File: src/rtl/exc_ctrl.sv
// Exception/interrupt arbiter between MEM and CP0: prioritises exception codes and sequences flush/redirect.
// Optional EXC_TIMER_INT_EN: ORs time_int_i into cp0_int_o[7].
module exc_ctrl #(
  parameter logic [31:0] EXC_VECTOR = 32'h0000_0020
) (
  input  logic        clk,
  input  logic        reset,
  input  logic [7:0]  int_i,
  input  logic        time_int_i,
  input  logic        mem_valid,
  input  logic [31:0] mem_pc,
  input  logic        mem_in_delay_slot,
  input  logic        mem_syscall,
  input  logic        mem_ri,
  input  logic        mem_ov,
  input  logic        mem_trap,
  input  logic        mem_eret,
  input  logic        mem_cp0_we,
  input  logic [4:0]  mem_cp0_waddr,
  input  logic [31:0] mem_cp0_wdata,
  input  logic [31:0] cp0_status_i,
  input  logic [31:0] cp0_cause_i,
  input  logic [31:0] cp0_epc_i,
  output logic [31:0] excepttype_o,
  output logic [31:0] current_inst_addr_o,
  output logic        is_in_delay_slot_o,
  output logic [7:0]  cp0_int_o,
  output logic        flush_o,
  output logic [31:0] new_pc_o,
  output logic        stall_o
);

  typedef enum logic [1:0] {S_IDLE, S_FLUSH, S_DRAIN} state_e;

  state_e      state_q, state_d;
  logic [31:0] target_q, target_d;
  logic [7:0]  sync1_q, sync1_d, sync2_q, sync2_d;
  logic [31:0] status_eff, cause_eff, epc_eff;
  logic        int_pending;
  logic [31:0] exc_code;
  logic [45:0] unused_cp0_bits;

  // An mtc0 still in MEM has not reached CP0 yet, so its value wins.
  always_comb begin
    status_eff = cp0_status_i;
    cause_eff  = cp0_cause_i;
    epc_eff    = cp0_epc_i;
    if (mem_cp0_we && mem_cp0_waddr == 5'd12) status_eff = mem_cp0_wdata;
    if (mem_cp0_we && mem_cp0_waddr == 5'd13) cause_eff  = mem_cp0_wdata;
    if (mem_cp0_we && mem_cp0_waddr == 5'd14) epc_eff    = mem_cp0_wdata;
  end

  assign unused_cp0_bits = {status_eff[31:16], status_eff[7:2], cause_eff[31:16], cause_eff[7:0]};

`ifdef EXC_TIMER_INT_EN
  assign cp0_int_o = {sync2_q[7] | time_int_i, sync2_q[6:0]};
`else
  logic unused_time_int;
  assign unused_time_int = time_int_i;
  assign cp0_int_o = sync2_q;
`endif

  assign int_pending = status_eff[0] & ~status_eff[1]
                     & (|(status_eff[15:8] & (cause_eff[15:8] | cp0_int_o)));

  always_comb begin
    exc_code = 32'h0;
    if (state_q == S_IDLE && mem_valid) begin
      if      (int_pending) exc_code = 32'h1;
      else if (mem_ri)      exc_code = 32'ha;
      else if (mem_ov)      exc_code = 32'hb;
      else if (mem_trap)    exc_code = 32'hc;
      else if (mem_syscall) exc_code = 32'h9;
      else if (mem_eret)    exc_code = 32'hd;
    end
  end

  assign excepttype_o        = exc_code;
  assign current_inst_addr_o = mem_pc;
  assign is_in_delay_slot_o  = mem_in_delay_slot;

  assign sync1_d = int_i;
  assign sync2_d = sync1_q;

  always_ff @(posedge clk) begin
    if (reset) begin
      state_q  <= S_IDLE;
      target_q <= 32'h0;
      sync1_q  <= 8'h0;
      sync2_q  <= 8'h0;
    end else begin
      state_q  <= state_d;
      target_q <= target_d;
      sync1_q  <= sync1_d;
      sync2_q  <= sync2_d;
    end
  end

  always_comb begin
    state_d  = state_q;
    target_d = target_q;
    case (state_q)
      S_IDLE: begin
        if (exc_code != 32'h0) begin
          state_d  = S_FLUSH;
          target_d = (exc_code == 32'hd) ? epc_eff : EXC_VECTOR;
        end
      end
      S_FLUSH: state_d = S_DRAIN;
      S_DRAIN: state_d = S_IDLE;
      default: state_d = S_IDLE;
    endcase
  end

  // DRAIN keeps the pipeline frozen one extra cycle so CP0's EXL/EPC update is visible.
  always_comb begin
    flush_o  = 1'b0;
    stall_o  = 1'b0;
    new_pc_o = 32'h0;
    case (state_q)
      S_FLUSH: begin
        flush_o  = 1'b1;
        stall_o  = 1'b1;
        new_pc_o = target_q;
      end
      S_DRAIN: stall_o = 1'b1;
      default: ;
    endcase
  end

endmodule

File: config.mk
export PLATFORM = sky130hd
export DESIGN_NAME = exc_ctrl
export DESIGN_NICKNAME = d
export VERILOG_FILES = /design/src/rtl/exc_ctrl.sv
export SDC_FILE = /design/constraint.sdc
export NUM_CORES = 1
export LEC_CHECK = 0
export ABC_AREA = 1
export BUFFER_PORTS_ARGS = -buffer_cell sky130_fd_sc_hd__buf_2
export CORE_ASPECT_RATIO = 1.25
export CORE_UTILIZATION = 30
export DETAILED_ROUTE_END_ITERATION = 6
export PLACE_DENSITY_LB_ADDON = 0.08
export SLEW_MARGIN = 20
export SYNTH_ARGS = -nofsm -noshare
export SYNTH_HDL_FRONTEND = slang
export SYNTH_SLANG_ARGS = --single-unit
File: constraint.sdc
create_clock -name clk -period 2.39 [get_ports clk]
set_input_delay 0.239 -clock clk [delete_from_list [all_inputs] [get_ports clk]]
set_output_delay 0.239 -clock clk [all_outputs]
set_load 0.005 [all_outputs]
==> summary.txt, run 1 <==
Floorplan
  • Number of top-level pins: 291
  • Initial core utilization: 0.308
  • DIE AREA: 0.0129 mm2
  • Die H: 127 um
  • Std-Cell Rows: 45
  • Core area: 0.0122 mm2
  • Chip width: 102 um

Synth
  • #FFs+latches synth: 50
  • Top post-synthesis cells by area: dfxtp_1 27%, buf_4 12%, nand2_1 11%, nor2_1 8.6%, mux2i_1 8.0%
  • Post-Syn Instances: 551
  • Yosys warnings: 0
  • Yosys top cell area share: 0.267
  • Post-synth top area cell: dfxtp_1
  • Synth cell types: 30
  • Mapped cell area: 0.00375 mm2
  • Register area share after synthesis: 0.267
  • Syn avg cell area: 6.80 um2

Timing
  • Fin crit period: 2.13 ns
  • F_max: 470 MHz
  • Max Slew Vio Count: 0
  • Final setup TNS: 0 ns
  • Fin crit share: 0.890
  • Worst Skew: 0.00275 ns
  • Fin Hold WS: 0.147 ns
  • RSZ-0062 raised after global routing: false
  • Final setup violation count: 0
  • Fin. Hold Viols: 0

Min path
  • Hold path start: int_i[5]
  • Worst Hold Class: in2reg

Critical path
  • Largest fanout on the critical path: 12
  • Worst path cell trace: buf_2 -> nand2_1 -> nor2_4 -> nand2_4 -> nand2_1 -> nand2_1 -> nand2_1 -> nand2_1 -> nor2_1 -> nand2_2 -> nand2_4 -> nand2_4 -> nor4_2 -> buf_2
  • Reg2reg setup slack: 0.48 ns
  • Type of origin of the critical path: input port
  • FF-to-FF End: state_q[1]
  • Crit path to: excepttype_o[2]
  • Arr. time, crit path: 1.89 ns
  • CP Class: in2out
  • CP required: 2.15 ns
  • Critical path's largest stage delay: 0.23 ns
  • Critical-path top delay cell: nor2_4
  • Worst-case reg-to-reg path depth: 10
  • Crit-path most repeated cell: nand2_1
  • CP endpoint kind: output pin
  • Worst r2r src: state_q[1]
  • CP Launch Point: mem_cp0_waddr[3]

Cells and area
  • Finished Layout Cells: 828
  • Register area: 0.00100 mm2
  • Area of the multi-input gates: 0.00197 mm2
  • Post-layout util: 0.371
  • Fillers: 1350
  • Share of layout cells above drive strength 1: 0.327
  • Most frequent cells in the layout: 149 x buf_2, 109 x nand2_1, 86 x nor2_1
  • Commonest non-fill, non-tap cell in the layout: buf_2
  • ANT cells: 0
  • Nets: 850
  • Final design instance area without fill: 0.00451 mm2
  • Area Growth Syn to Fin: 20.4%

Clocking
  • Reg clk slew, reported paths: 0.06 ns
  • Post-cts gate resize count: 0
  • H-tree Lvls: 2
  • Total setup buffers inserted after CTS: 0
  • Clock buffer count from CTS: 5
  • Clock latency on the worst-skew pair: 0.29 ns
  • CTS tree: yes
  • Post-CTS Hold Buffers: 0
  • Clock Path Buffers: 2
  • Sink Count: 50
  • Root Driver: clkbuf_16

Global route
  • Vias in the first global route: 3262
  • Remaining Overflow, GRT: 0
  • Largest net degree at the start of global routing: 35
  • First-pass GRT wire length: 15400 um
  • Total GRT Usage: 0.152
  • Antenna violations before repair: 0

Flow run
  • Maxcap violations: 0

Drt
  • Vias per inst: 4.26
  • Post-route DRC: 0
  • Vias: 3525
  • Wire per inst: 12.0 um
  • First-pass DRT Iterations: 4
  • Total wire length: 9900 um
  • Final antenna-violating net count: 0
  • Drt initial violations: 117

Placed design
  • GP Congestion: 0.819
  • PortBufs: 149
  • Post-DP HPWL: 7420 um
  • DP Cell Count: 820
  • DP Area: 0.00434 mm2

Pwr
  • Max IR drop VDD: 309 uV
  • Leakage power: 0.00285 uW
  • Pwr/cell area: 759 mW/mm2

Run status
  • Outcome: finished, final reports clean
-- state kept, by name (all words and copies together) (netlist names) --
| name | count |
|---|---|
| target_q | 32 |
| cp0_int_o | 8 |
| sync1_q | 8 |
| state_q | 2 |
-- power by group --
part | internal [uW] | switching, uW
sequential | 1030 | 79.3
clock | 474 | 310
combinational | 667 | 863
-- worst max-delay path, delay by kind of cell --
kind / cells / cell delay (ns)
buffers and inverters: 2 / 0.24
AND/OR/NAND/NOR: 12 / 1.40
-- synth_stat cells --
cell type and number:
a21oi_1 4, clkbuf_1 12, nand3b_1 35, nand2_1 109
nor2_4 3, a31oi_1 1, nand2_4 6, o21ai_0 1
mux2i_1 30, o21bai_1 1, ha_1 3, nor4_1 1
nand3_1 22, clkinv_1 1, dfxtp_1 50, nand4_2 1
nor2_2 30, nor3_1 2, nand2_8 1, buf_2 6
o31ai_1 1, buf_4 61, or2_2 1, nand2_2 1
inv_4 1, conb_1 1, nand4_1 3, buf_6 7
nor2_1 86, inv_1 70
-- how the worst min path moves through the flow --
stage | slack (ns) | depth (start not counted) | to
2_1_floorplan | 0.35 | 2 | sync1_q[0]
3_3_place_gp | 0.39 | 2 | cp0_int_o[7]
3_5_place_dp | 0.40 | 2 | cp0_int_o[7]
4_1_cts | 0.14 | 3 | sync1_q[7]
5_1_grt | 0.16 | 3 | sync1_q[2]
6_report | 0.15 | 3 | sync1_q[5]
-- through the flow --
stage | setup WS, ns | power [uW]
after floorplan | 0.490 | 2290
final | 0.264 | 3420
after global placement | 0.0630 | 2650
after CTS | 0.152 | 3480
after global routing | 0.0449 | 3720
after detailed placement | 0.0517 | 2670
-- per-layer routing --
layer / up-vias / share of wire / wire, um / GRT usage
met2: 161 / 0.48 / 4710 / 0.263
met5: - / 0 / 0 / 0
met4: 0 / 0.020 / 195 / 0.0521
li1: 1805 / - / - / -
met3: 13 / 0.065 / 645 / 0.0303
met1: 1546 / 0.44 / 4360 / 0.184
-- layout make-up --
type                    count  share of cell area
flip-flops and latches     50               0.222
multi-input cells         370               0.437
well taps                 164              0.0455
repair buffers            164               0.199
inverters                  72              0.0605
clock buffers               8              0.0369
-- cell families after synthesis --
logic type | Yosys count | share of synthesized area
muxes | 30 | 0.0801
and+or+nand+nor | 301 | 0.393
DFF | 50 | 0.267
buffers and inverters | 158 | 0.236
other | 1 | 0.00100
adders and majority gates | 3 | 0.0100
AOI/OAI and AO/OA | 8 | 0.0124
No activity file was read; power rests on OpenSTA's default activity.
==> inputs of run 2 (changes only) <==
Settings changed: SETUP_SLACK_MARGIN set to 0.3.
==> summary.txt, run 2 (synthesis gave the netlist of run 1 again) <==
Critical path
  • CP Class: reg2out
  • Critical-path top delay cell: dfxtp_1
  • Largest fanout on the critical path: 5
  • Critical path's largest stage delay: 0.30 ns
  • CP required: 2.15 ns
  • Type of origin of the critical path: register
  • Worst path cell trace: inv_1 -> ha_1 -> nand2_2 -> a31oi_4 -> nand2_8 -> nor4_4 -> buf_2
  • CP endpoint kind: output pin
  • Arr. time, crit path: 1.78 ns

Cells and area
  • Commonest non-fill, non-tap cell in the layout: buf_2
  • Nets: 861
  • ANT cells: 0
  • Top reg by flops: target_q
  • Area of the multi-input gates: 0.00208 mm2
  • Fillers: 1336
  • Max FFs per register: 32
  • Register area: 0.00100 mm2
  • Area Growth Syn to Fin: 27.7%
  • Share of layout cells above drive strength 1: 0.361
  • Most frequent cells in the layout: 146 x buf_2, 99 x nand2_1, 84 x nor2_1
  • Post-layout util: 0.394

Clocking
  • Root Driver: clkbuf_16
  • H-tree Lvls: 2
  • Clock buffer count from CTS: 5
  • Sink Count: 50
  • Post-CTS Hold Buffers: 0
  • Clock latency on the worst-skew pair: 0.29 ns
  • CTS tree: yes
  • Clock Path Buffers: 2
  • Reg clk slew, reported paths: 0.07 ns

Floorplan
  • Number of top-level pins: 291
  • Std-Cell Rows: 45
  • Initial core utilization: 0.308
  • DIE AREA: 0.0129 mm2
  • Core area: 0.0122 mm2
  • Chip width: 102 um
  • Die H: 127 um

Timing
  • Final setup TNS: 0 ns
  • Fin crit share: 0.847
  • Final setup violation count: 0
  • Fin crit period: 2.02 ns
  • Fin. Hold Viols: 0
  • RSZ-0062 raised after global routing: true
  • Worst Skew: 0.00399 ns
  • F_max: 494 MHz
  • Max Slew Vio Count: 0

Drt
  • Wire per inst: 12.1 um
  • Vias: 3534
  • Final antenna-violating net count: 0
  • Vias per inst: 4.21
  • Total wire length: 10100 um
  • Drt initial violations: 93
  • Post-route DRC: 0
  • First-pass DRT Iterations: 4

Run status
  • Outcome: finished, final reports clean

Global route
  • Largest net degree at the start of global routing: 35
  • Vias in the first global route: 3339
  • Total GRT Usage: 0.156
  • Remaining Overflow, GRT: 0
  • First-pass GRT wire length: 15800 um
  • Antenna violations before repair: 0

Placed design
  • GP Congestion: 0.819
  • Post-DP HPWL: 7420 um
  • PortBufs: 149

Pwr
  • Pwr/cell area: 735 mW/mm2
  • Leakage power: 0.00292 uW
  • Design Power: 3520 uW
  • Max IR drop VDD: 306 uV

Min path
  • Worst Hold Class: in2reg

Flow run
  • Maxcap violations: 0
-- run 2: path summary, 6_finish.rpt --
kind / endpoint / slack (ns) / start / cells after the start
max: excepttype_o[2] / 0.37 / state_q[1] / 7
min: sync1_q[5] / 0.15 / int_i[5] / 3
max reg2reg: target_q[13] / 0.49 / state_q[1] / 11
min reg2reg: cp0_int_o[7] / 0.41 / sync1_q[7] / 2
-- run 2: metal layers --
layer  up-vias  routed length, um  global-route usage  part of all wire
met5         -                  0                   0                 0
met4         0                206              0.0588             0.020
met3        13                636              0.0303             0.063
met2       147               4860               0.271              0.48
met1      1546               4430               0.186              0.44
li1       1828                  -                   -                 -
-- run 2: cell type report --
| class | count | area share |
|---|---|---|
| timing repair buffer | 174 | 0.222 |
| clock buffer | 8 | 0.0348 |
| inverter | 72 | 0.0575 |
| multi-input combinational | 371 | 0.434 |
| tap | 164 | 0.0429 |
| sequential | 50 | 0.209 |
-- run 2: critical path, delay by kind of cell (launching register included) --
kind                     cells  cell delay [ns]
buffers and inverters        2             0.27
adder cells (fa/ha/maj)      1             0.26
AND/OR/NAND/NOR              3             0.43
flip-flops                   1             0.30
AO/OA/AOI/OAI                1             0.23
-- run 2: what timing repair did --
action | 4_1_cts | 5_1_grt
pin swaps | 4 | 25
endpoints found under the setup margin | 2 | 37
gates cloned | 1 | 1
buffers inserted | 7 | 2
gates resized for setup | 6 | 27
-- run 2: power breakdown --
group | switching (uW) | internal (uW) | leakage [uW]
clock network | 307 | 474 | 0.0000832
logic | 898 | 729 | 0.00243
registers | 79.2 | 1030 | 0.000413
total | 1280 | 2230 | 0.00292
-- run 2: metrics by stage --
step / setup slack (ns) / hold slack [ns] / cell area [um2] / std cells
final: 0.367 / 0.147 / 4790 / 839
after global routing: 0.230 / 0.157 / 4790 / 839
after CTS: 0.317 / 0.141 / 4630 / 836
after global placement: 0.0630 / 0.389 / 4340 / 820
after detailed placement: 0.0517 / 0.397 / 4340 / 820
after floorplan: 0.490 / 0.346 / 3850 / 578
